--- config.mk ---
export PLATFORM = sky130hd
export DESIGN_NAME = dec_sel_scan_sequencer
export DESIGN_NICKNAME = d
export VERILOG_FILES = /design/src/rtl/dec_sel_scan_sequencer.sv
export SDC_FILE = /design/constraint.sdc
export NUM_CORES = 1
export LEC_CHECK = 0
export CAP_MARGIN = 20
export CORE_UTILIZATION = 38
export DETAILED_ROUTE_END_ITERATION = 8
export GPL_TIMING_DRIVEN = 0
export SETUP_SLACK_MARGIN = 0.02
export SYNTH_ARGS = -nofsm -noshare
export SYNTH_HDL_FRONTEND = slang
export SYNTH_SLANG_ARGS = --single-unit
--- constraint.sdc ---
create_clock -name clk_i -period 2.74 [get_ports clk_i]
set_input_delay 0.548 -clock clk_i [delete_from_list [all_inputs] [get_ports clk_i]]
set_output_delay 0.548 -clock clk_i [all_outputs]
set_load 0.05 [all_outputs]
--- src/rtl/dec_sel_scan_sequencer.sv ---
// Select sequencer feeding a one-hot decoder: steps sel from 0 to a latched last
// index, holding each value for a latched dwell, in one-shot or wrapping mode.
module dec_sel_scan_sequencer #(
   parameter int SEL_W   = 3,
   parameter int DWELL_W = 8
) (
   input  logic               clk_i,
   input  logic               rst_i,
   input  logic               start_i,
   input  logic               stop_i,
   input  logic               mode_cont_i,
   input  logic [SEL_W-1:0]   sel_last_i,
   input  logic [DWELL_W-1:0] dwell_i,
   output logic [SEL_W-1:0]   sel_o,
   output logic               sel_valid_o,
   output logic               busy_o,
   output logic               step_o,
   output logic               wrap_o,
   output logic               done_o
);

   typedef enum logic {
      IDLE = 1'b0,
      RUN  = 1'b1
   } state_e;

   state_e             state_q, state_d;
   logic [SEL_W-1:0]   sel_q, sel_d;
   logic [DWELL_W-1:0] cnt_q, cnt_d;
   logic [DWELL_W-1:0] reload_q, reload_d;
   logic [SEL_W-1:0]   last_q, last_d;
   logic               mode_q, mode_d;
   logic               step_q, step_d;
   logic               wrap_q, wrap_d;
   logic               done_q, done_d;
   logic [DWELL_W-1:0] reload_in;

   // The counter runs D-1 down to 0, so a zero dwell behaves exactly like one.
   assign reload_in = (dwell_i == '0) ? '0 : dwell_i - DWELL_W'(1);

   always_ff @(posedge clk_i or posedge rst_i) begin
      if (rst_i) begin
         state_q  <= IDLE;
         sel_q    <= '0;
         cnt_q    <= '0;
         reload_q <= '0;
         last_q   <= '0;
         mode_q   <= 1'b0;
         step_q   <= 1'b0;
         wrap_q   <= 1'b0;
         done_q   <= 1'b0;
      end else begin
         state_q  <= state_d;
         sel_q    <= sel_d;
         cnt_q    <= cnt_d;
         reload_q <= reload_d;
         last_q   <= last_d;
         mode_q   <= mode_d;
         step_q   <= step_d;
         wrap_q   <= wrap_d;
         done_q   <= done_d;
      end
   end

   always_comb begin
      state_d  = state_q;
      sel_d    = sel_q;
      cnt_d    = cnt_q;
      reload_d = reload_q;
      last_d   = last_q;
      mode_d   = mode_q;
      step_d   = 1'b0;
      wrap_d   = 1'b0;
      done_d   = 1'b0;
      case (state_q)
         IDLE: begin
            sel_d = '0;
            if (start_i && !stop_i) begin
               state_d  = RUN;
               reload_d = reload_in;
               cnt_d    = reload_in;
               last_d   = sel_last_i;
               mode_d   = mode_cont_i;
            end
         end
         RUN: begin
            if (stop_i) begin
               state_d = IDLE;
               sel_d   = '0;
               cnt_d   = '0;
            end else if (cnt_q != '0) begin
               cnt_d = cnt_q - DWELL_W'(1);
            end else if (sel_q < last_q) begin
               sel_d  = sel_q + SEL_W'(1);
               step_d = 1'b1;
               cnt_d  = reload_q;
            end else if (mode_q) begin
               sel_d  = '0;
               wrap_d = 1'b1;
               cnt_d  = reload_q;
            end else begin
               state_d = IDLE;
               sel_d   = '0;
               done_d  = 1'b1;
            end
         end
         default: begin
            state_d = IDLE;
            sel_d   = '0;
         end
      endcase
   end

   // Every output comes straight from a flop; no input-to-output paths.
   always_comb begin
      sel_o       = sel_q;
      sel_valid_o = (state_q == RUN);
      busy_o      = (state_q == RUN);
      step_o      = step_q;
      wrap_o      = wrap_q;
      done_o      = done_q;
   end

endmodule
==> results of run 1 <==
[through the flow]
stage                     util [%]  area [um^2]  hold slack [ns]  power, uW
final                         48.9         1970            0.483       1120
after detailed placement      47.1         1900            0.464        896
after CTS                     48.2         1940            0.484       1120
after floorplan                  -         1610            0.443        790
after global placement        47.1         1900            0.465        884
after global routing          48.9         1970            0.511       1200
[routing by layer]
layer / global-route usage, % / routed length (um) / up-vias
met5: 0 / 0 / -
met2: 32.6 / 1820 / 40
met3: 3.94 / 183 / 7
li1: - / - / 669
met1: 23.4 / 1560 / 650
met4: 6.38 / 65 / 0
[worst register-to-register path, stage by stage, from the launching register on]
cell     delay (ns)
dfrtp_1        0.43
inv_1          0.10
ha_1           0.20
or3b_1         0.36
buf_2          0.17
or4_1          0.40
a21oi_1        0.15
nor3_1         0.07
o32a_1         0.32
[area by class of cell]
cell class | count | area, um^2 | area share [%]
Multi-Input combinational cell | 128 | 843 | 42.8
Sequential cell | 27 | 676 | 34.3
Timing Repair Buffer | 24 | 258 | 13.1
Tap cell | 50 | 62.6 | 3.17
Buffer | 9 | 56.3 | 2.86
Clock buffer | 4 | 45.0 | 2.29
Inverter | 8 | 30.0 | 1.52
[cell usage after synthesis (all sizes together)]
cell	instances	area, um^2
ha	7	87.6
nor4	3	31.3
o21a	1	7.51
nand3b	1	7.51
and2b	1	7.51
nor2b	2	12.5
o22ai	3	18.8
a21oi	15	75.1
a31o	1	8.76
and2	1	6.26
a211oi	1	7.51
o221ai	1	8.76
or4	2	18.8
buf	5	38.8
o22a	2	17.5
and3	1	6.26
o21ai	14	70.1
or3b	1	8.76
nor3	8	40.0
clkbuf	4	17.5
nor2	14	52.6
nand2b	5	31.3
o31ai	1	7.51
nand2	15	56.3
a22o	1	8.76
o32a	2	20.0
nor3b	3	22.5
nand3	2	10.0
inv	8	30.0
xnor2	4	35.0
o211a	1	10.0
a22oi	1	7.51
a311oi	2	17.5
mux2	8	90.1
dfrtp	27	676
o21bai	1	7.51
xor2	3	26.3
[cells by family after synthesis]
logic type / after synthesis / synth area share (%)
multiplexers: 8 / 5.61
buffers and inverters: 17 / 5.38
AND/OR/NAND/NOR: 59 / 19.4
XOR/XNOR: 7 / 3.82
adder cells (fa/ha/maj): 7 / 5.46
flip-flops: 27 / 42.1
AO/OA/AOI/OAI: 47 / 18.2
[power by group through the flow]
stage | registers, uW | clock network, uW | logic, uW
after CTS | 527 | 232 | 364
after global routing | 539 | 249 | 413
final | 529 | 226 | 366
after floorplan | 524 | 0 | 265
after global placement | 531 | 0 | 352
after detailed placement | 535 | 0 | 361
[final timing paths]
check                                          endpoint                     from  depth (start not counted)  slack [ns]
min in group asynchronous              wrap_o$_DFF_PP0_                    rst_i                          2        0.49
worst min-delay path            reload_q[4]$_DFFE_PP0P_  reload_q[4]$_DFFE_PP0P_                          2        0.48
max in group asynchronous          sel_o[1]$_DFFE_PP0P_                    rst_i                          3        1.87
worst min register to register  reload_q[4]$_DFFE_PP0P_  reload_q[4]$_DFFE_PP0P_                          2        0.48
worst max-delay path               cnt_q[4]$_DFFE_PP0P_     cnt_q[0]$_DFFE_PP0P_                          8        0.44
worst max register to register     cnt_q[4]$_DFFE_PP0P_     cnt_q[0]$_DFFE_PP0P_                          8        0.44
[flip-flops by register name, indices dropped and copies added (netlist names)]
signal / count
cnt_q: 8
reload_q: 8
last_q: 3
sel_o: 3
busy_o: 1
done_o: 1
mode_q: 1
step_o: 1
wrap_o: 1
==> run_results.csv, run 1 <==
group,metric,value,unit
global_route,antenna_found_initial,0,
clocking,clk_pin_slew,0.09,ns
pwr,irDropWorstVdd,0.196,mV
clocking,clkSinkCount,27,
pwr,power.net_switching,377,uW
sta,setup_viol,0,
place,dpl.hpwl,2780,um
pwr,p_clk_share,20.2,%
setup_path,cp.required,2.90,ns
sta,finalClockSkew,0.00482,ns
yosys,postSynthCellCount,172,
pwr,switching_share,33.6,%
sta,maxSlewHeadroom,63.8,%
yosys,ys_seq_area_share,42.1,%
floorplanning,fp.coreArea,4030,um^2
yosys,syn_area,1610,um^2
place,gp_congestion,0.837,
sta,rsz0062_at_grt,"no",
global_route,grt_pass1_vias,1353,
yosys,synth_warnings,0,
finish,layoutNonFillerInstCount,250,
sta,finalSetupTns,0,ns
setup_path,critPathLaunchType,"register",
sta,fin_ws,0.444,ns
yosys,synth.distinct_cells,45,
clocking,clk_latency,0.27,ns
pwr,powerDensity,569,nW/um^2
floorplanning,die_w,67.0,um
yosys,synth_nets,195,
clocking,root_buffer,"clkbuf_8",
floorplanning,ios,24,
routing,routed_wl,3630,um
finish,final_cell_mix,"dfrtp_1 (27), clkdlybuf4s50_1 (23), a21oi_1 (15), nand2_1 (15), nor2_1 (14)",
floorplanning,start_util,39.8,%
setup_path,critical_path_buf_inv_count,2,
run_status,outcome,"completed",
clocking,cts_htree_levels,1,
sta,fin_crit,2.30,ns
clocking,cts_made_buffers,3,
place,io_buffers,23,
routing,avgViaCountPerCell,5.46,
routing,ant_nets,0,
clocking,clock_path_buffers,2,
global_route,grtUsageTotal,19.0,%
yosys,synth-seq-cells,27,
global_route,grt_max_degree,28,
clocking,cts_tree,"done",
pwr,p_leak,0.000833,uW
setup_path,slowest_delay,0.43,ns
clocking,postCtsSetupBuffers,0,
floorplanning,die_y,67.0,um
setup_path,cp_data_arrival_time,2.46,ns
pwr,pwr-share-seq,47.2,%
floorplanning,rows,23,
place,pre_cts_slack,0.138,ns
sta,hold_viol,0,
routing,route.vias.total,1366,
sta,slew_violations,0,
setup_path,end_kind,"register",
routing,drc,0,
floorplanning,die_area,4490,um^2
place,dpl.cell_count,245,
setup_path,crit_chain,"inv_1 -> ha_1 -> or3b_1 -> buf_2 -> or4_1 -> a21oi_1 -> nor3_1 -> o32a_1",
setup_path,crit_slowest_cell,"dfrtp_1",
finish,final_common_cell,"dfrtp_1",
sta,timing.final.crit_share,83.8,%
finish,drive_gt1_share,10.0,%
global_route,grt.overflow.total,0,
worst_hold_path,hp-class,"register to register",
routing,routedWlPerCell,14.5,um
pwr,pwr-share-comb,32.7,%
setup_path,crit_fanout,6,
finish,antennaDiodeCount,0,
clocking,ctsHoldBuffers,0,
flow_run,max_cap_violations,0,
sta,fmax,436,MHz
finish,fillers,387,
setup_path,cp_top_family,"simple AND/OR/NAND/NOR gates",
clocking,cts_resized,0,
routing,initialDrtViolationCount,102,
setup_path,crit_type,"register to register",
routing,dr.pass1.iters,4,
finish,area_growth,22.8,%
pwr,internal_power,743,uW
yosys,avgSynthCellArea,9.33,um^2
global_route,grt_pass1_wl,6330,um
sta,tightest_slew,0.538,ns
finish,fin_nets,224,
(Power assumes the default switching activity.)
==> run 2, diff against run 1 <==
- clock period: 2.74 -> 2.2 ns (I/O delays scaled with it)
==> run 2 against run 1 <==
Net effect: first-iteration DRC count down 5.9%; core utilization increased by 1.5 points; die area unchanged; clock skew shrank 0.0021 ns; non-clock buffer count rose by 4; combinational power rose by 39%; wire length is 4.5% higher; highest routed layer unchanged.
==> run_results.csv, run 2 (same netlist as run 1, synthesis figures left out) <==
group,metric,value,unit
clocking,clkSinkCount,27,
sta,hold_viol,0,
global_route,antenna_found_initial,0,
setup_path,critPathLaunchType,"register",
setup_path,crit_slowest_cell,"dfrtp_1",
sta,finalClockSkew,0.00268,ns
finish,antennaDiodeCount,0,
place,gp_congestion,0.837,
clocking,clk_latency,0.27,ns
routing,routed_wl,3790,um
floorplanning,ios,24,
routing,met2WireLength,1970,um
place,io_buffers,23,
sta,fmax,456,MHz
sta,tightest_slew,0.578,ns
setup_path,crit_fanout,5,
clocking,cts_htree_levels,1,
sta,timing.hold.ws,0.378,ns
clocking,cts_made_buffers,3,
global_route,grt_max_degree,28,
pwr,powerDensity,712,nW/um^2
sta,maxSlewHeadroom,61.2,%
sta,finalSetupTns,0,ns
pwr,p_leak,0.000854,uW
setup_path,crit_chain,"inv_2 -> ha_2 -> or3b_1 -> buf_6 -> or4_4 -> a21oi_2 -> nor3_1 -> o32a_1",
setup_path,cp_top_family,"simple AND/OR/NAND/NOR gates",
finish,final_cell_mix,"dfrtp_1 (27), clkdlybuf4s50_1 (23), nand2_1 (15)",
pwr,total_power,1440,uW
floorplanning,die_y,67.0,um
sta,rsz0062_at_grt,"yes",
global_route,grtUsageTotal,19.3,%
floorplanning,start_util,39.8,%
clocking,root_buffer,"clkbuf_8",
finish,fin_nets,228,
routing,dr.max_layer_used,"met4",
place,dpl.hpwl,2780,um
setup_path,critical_path_buf_inv_count,2,
setup_path,crit_type,"register to register",
sta,fin_crit,2.19,ns
floorplanning,rows,23,
global_route,grt.overflow.total,0,
routing,wl_met3,221,um
flow_run,max_cap_violations,0,
routing,dr.pass1.iters,4,
run_status,outcome,"completed",
routing,drc,0,
finish,fillers,377,
clocking,cts_tree,"done",
global_route,grt_pass1_wl,6440,um
routing,avgViaCountPerCell,5.50,
setup_path,slowest_delay,0.41,ns
finish,fin_util,50.4,%
setup_path,cp_data_arrival_time,2.35,ns
place,dpl.cell_count,245,
setup_path,cp.required,2.36,ns
clocking,ctsHoldBuffers,0,
sta,setup_viol,0,
clocking,clk_pin_slew,0.09,ns
finish,drive_gt1_share,15.7,%
finish,final_common_cell,"dfrtp_1",
routing,route.vias.total,1398,
global_route,grt_pass1_vias,1387,
finish,layoutNonFillerInstCount,254,
clocking,clock_path_buffers,2,
sta,timing.final.crit_share,99.6,%
pwr,irDropWorstVdd,0.245,mV
floorplanning,die_w,67.0,um
routing,initialDrtViolationCount,96,
finish,biggestRegsByFlops,"cnt_q (8), reload_q (8)",
floorplanning,die_area,4490,um^2
routing,wl_met1,1580,um
sta,slew_violations,0,
worst_hold_path,hp-class,"input pin to asynchronous set/reset pin",
floorplanning,fp.coreArea,4030,um^2
routing,ant_nets,0,
finish,area_growth,26.4,%
routing,routedWlPerCell,14.9,um
setup_path,end_kind,"register",
==> run 2: changes by cell type in the layout (fill, tap and decap cells not counted), moves of 2 or more <==
cell	before	now
a21oi_1	15	13
a21oi_2	0	2
buf_4	1	5
inv_1	8	6
inv_2	0	2
==> run 2: worst paths after layout <==
check,start,depth (start not counted),slack [ns],end
setup / recovery,cnt_q[1]$_DFFE_PP0P_,8,0.008,cnt_q[4]$_DFFE_PP0P_
hold / removal,rst_i,2,0.38,wrap_o$_DFF_PP0_
setup reg to reg,cnt_q[1]$_DFFE_PP0P_,8,0.008,cnt_q[4]$_DFFE_PP0P_
hold reg to reg,reload_q[1]$_DFFE_PP0P_,2,0.50,reload_q[1]$_DFFE_PP0P_
max in group asynchronous,rst_i,3,1.44,last_q[2]$_DFFE_PP0P_
min in group clk_i,reload_q[1]$_DFFE_PP0P_,2,0.50,reload_q[1]$_DFFE_PP0P_
==> run 2: through the flow <==
| stage | area [um^2] | setup WS [ns] |
|---|---|---|
| global placement | 1900 | -0.240 |
| CTS | 1980 | 0.0310 |
| global route | 2030 | -0.0514 |
| floorplan | 1610 | 0.0501 |
| detailed placement | 1900 | -0.294 |
| finish | 2030 | 0.00813 |
==> run 2: what timing repair did <==
item                       in CTS  in global routing
setup endpoints to repair       3                  6
pin swaps                       2                  1
resized for setup               5                  5
setup buffers                   3                  1
==> run 2: power breakdown <==
part | switching, uW | leakage (uW) | internal (uW)
clock | 151 | 0.0000228 | 130
sequential | 77.0 | 0.000337 | 581
combinational | 262 | 0.000494 | 245
total | 490 | 0.000854 | 955
==> run 2: layout make-up <==
cell class	count	area, um^2	share of cell area, %
well taps	50	62.6	3.08
flip-flops and latches	27	676	33.3
clock buffers	4	45.0	2.22
plain buffers	9	62.6	3.08
repair buffers	28	288	14.2
multi-input cells	128	866	42.7
inverters	8	30.0	1.48
==> run 2: worst register-to-register path, delay by kind of cell (launching register included) <==
kind	cells	cell delay, ns
and+or+nand+nor	3	0.83
DFF	1	0.41
buffers and inverters	2	0.21
adders and majority gates	1	0.17
AOI/OAI and AO/OA	2	0.46
==> run 2: per-layer routing <==
metal	vias up	track usage, %
met4	0	6.38
met2	45	33.6
met1	674	23.4
li1	675	-
met3	4	3.94
met5	-	0
==> run 3, diff against run 2 <==
- ABC_AREA: not set -> 1
==> run 3 against run 2 <==
Net effect: via count grew 8.9%; clock-buffer cell count is 1 lower; wire length is 0.69% lower; critical endpoint is now sel_valid_o; clock skew up 0.0029 ns; register-to-register slack better by 0.44 ns; core utilization decreased by 2.3 points; combinational power up 9.1%.
==> run_results.csv, run 3 <==
group,metric,value,unit
place,gp_congestion,0.827,
floorplanning,fp.coreArea,4380,um^2
sta,fmax,480,MHz
clocking,cts_tree,"done",
yosys,post-synth-top-area-fraction,38.9,%
routing,dr.pass1.iters,4,
clocking,cts_resized,0,
setup_path,crit_type,"register to primary output",
setup_path,crit_slowest_cell,"clkdlybuf4s50_1",
yosys,netlist_top_cells_count,"nand2_1 (77), inv_1 (29), dfrtp_1 (27)",
sta,hold_viol,0,
yosys,async_flop_share,100,%
finish,area_growth,21.4,%
routing,avgViaCountPerCell,4.73,
setup_path,reg2reg_from,"sel_o[2]$_DFFE_PP0P_",
yosys,synth-seq-cells,27,
global_route,grt_max_degree,28,
clocking,cts_made_buffers,3,
floorplanning,die_y,69.6,um
global_route,grt.overflow.total,0,
sta,rsz0062_at_grt,"no",
sta,slew_violations,0,
sta,setup_viol,0,
yosys,synth_nets,265,
place,io_buffers,23,
yosys,yosysMostFrequentCell,"nand2_1",
finish,drive_gt1_share,9.26,%
setup_path,critical_path_buf_inv_count,2,
finish,final_common_cell,"nand2_1",
yosys,synth_edf_count,0,
yosys,synth_warnings,0,
finish,fin_nets,294,
finish,biggestRegsByFlops,"cnt_q (8), reload_q (8)",
global_route,antenna_found_initial,0,
sta,finalClockSkew,0.00560,ns
sta,timing.hold.ws,0.485,ns
global_route,grtUsageTotal,17.7,%
floorplanning,start_util,39.6,%
pwr,p_leak,0.00108,uW
setup_path,critPathLaunchType,"register",
routing,initialDrtViolationCount,82,
finish,final_cell_mix,"nand2_1 (77), inv_1 (29), dfrtp_1 (27)",
worst_hold_path,hp-class,"input pin to asynchronous set/reset pin",
routing,drc,0,
yosys,ys_seq_area_share,38.9,%
setup_path,r2r-end,"cnt_q[4]$_DFFE_PP0P_",
setup_path,cp_data_arrival_time,1.64,ns
clocking,root_buffer,"clkbuf_8",
pwr,irDropWorstVdd,0.345,mV
sta,tightest_slew,0.507,ns
clocking,ctsHoldBuffers,0,
yosys,postSynthCellCount,242,
clocking,postCtsSetupBuffers,0,
yosys,avgSynthCellArea,7.17,um^2
routing,route.vias.total,1522,
setup_path,crit_chain,"buf_4 -> clkdlybuf4s50_1",
pwr,powerDensity,712,nW/um^2
floorplanning,die_w,69.6,um
sta,fin_crit,2.08,ns
clocking,clk_pin_slew,0.10,ns
routing,routedWlPerCell,11.7,um
clocking,clkSinkCount,27,
finish,antennaDiodeCount,0,
finish,fin_util,48.1,%
yosys,yosysTopAreaCell,"dfrtp_1",
sta,timing.final.crit_share,94.7,%
setup_path,cp-startpoint,"busy_o$_DFF_PP0_",
setup_path,reg2reg_slack,0.45,ns
setup_path,crit_fanout,5,
run_status,outcome,"completed",
clocking,clk_latency,0.27,ns
global_route,grt_pass1_wl,6900,um
floorplanning,rows,24,
routing,ant_nets,0,
pwr,total_power,1500,uW
flow_run,max_cap_violations,0,
setup_path,ff2ff_path_depth,8,
place,dpl.hpwl,2990,um
sta,finalSetupTns,0,ns
floorplanning,ios,24,
setup_path,cp.required,1.76,ns
setup_path,cp_top_family,"buffers and inverters",
global_route,grt_pass1_vias,1545,
yosys,synth.distinct_cells,25,
yosys,synth_top_cells_by_area,"dfrtp_1 (39%), nand2_1 (17%), nand3_1 (7.2%), inv_1 (6.3%), ha_1 (5.0%)",
sta,maxSlewHeadroom,66.2,%
floorplanning,die_area,4840,um^2
yosys,syn_area,1740,um^2
clocking,cts_htree_levels,1,
yosys,synth-main-ff-cell,"dfrtp_1",
setup_path,crit_cells,2,
setup_path,slowest_delay,0.79,ns
clocking,clock_path_buffers,2,
routing,routed_wl,3770,um
setup_path,end_kind,"primary output",
==> run 3: cell types whose count changed after synthesis, moves of 6 or more <==
cell | before | now
o21ai_1 | 1 | 9
inv_1 | 8 | 29
mux2_2 | 6 | 0
nor2_2 | 0 | 6
nand3_1 | 2 | 25
nand4_1 | 0 | 8
a21oi_1 | 15 | 6
nand2_1 | 15 | 77
nor3_1 | 8 | 0
==> run 3: cells by family (layout without fill, tap and decap cells) <==
kind of cell	Yosys count	in the layout	share of synthesized area [%]
AND/OR/NAND/NOR	143	143	38.4
buffers and inverters	37	65	8.36
flip-flops	27	27	38.9
AO/OA/AOI/OAI	26	26	8.29
adder cells (fa/ha/maj)	7	7	5.05
XOR/XNOR	2	2	1.01
==> run 3: report_power, final <==
part           total [uW]  internal [uW]  switching (uW)
Sequential            662            586            76.2
Combinational         553            202             351
Clock                 286            128             157
==> run 3: metrics by stage <==
step	instance area, um^2	cells	worst slack [ns]
2_1_floorplan	1740	242	0.383
3_3_place_gp	2030	317	0.143
3_5_place_dp	2030	317	0.119
4_1_cts	2080	321	0.0978
5_1_grt	2110	322	0.0613
6_report	2110	322	0.116
==> run 3: area by class of cell <==
class	instances	area [um^2]
plain buffers	4	21.3
fillers	454	2280
well taps	52	65.1
repair buffers	24	258
clock buffers	3	41.3
flip-flops and latches	27	676
multi-input cells	178	915
clock inverters	1	7.51
inverters	33	124
==> run 3: worst max path at each step <==
stage / endpoint / slack [ns]
floorplan: cnt_q[6]$_DFFE_PP0P_ / 0.38
global placement: cnt_q[3]$_DFFE_PP0P_ / 0.14
detailed placement: cnt_q[3]$_DFFE_PP0P_ / 0.12
CTS: sel_valid_o / 0.1
global route: sel_valid_o / 0.06
finish: sel_valid_o / 0.12
==> run 3: routing by layer <==
layer  global-route usage [%]  vias up  part of all wire [%]
li1                         -      833                     -
met1                     26.6      662                    53
met2                     26.3       23                    43
met3                     1.60        4                   2.9
met4                     6.58        0                   1.2
met5                        0        -                     0
==> run 3: worst reg2reg max path, cell delays in order, from the launching register on <==
cell and delay (ns):
dfrtp_1 0.44, ha_1 0.33, a21oi_1 0.13, o21ai_1 0.14
nand3_1 0.13, nor2_2 0.05, nor2_2 0.27, nand2_1 0.12
nand2_1 0.07
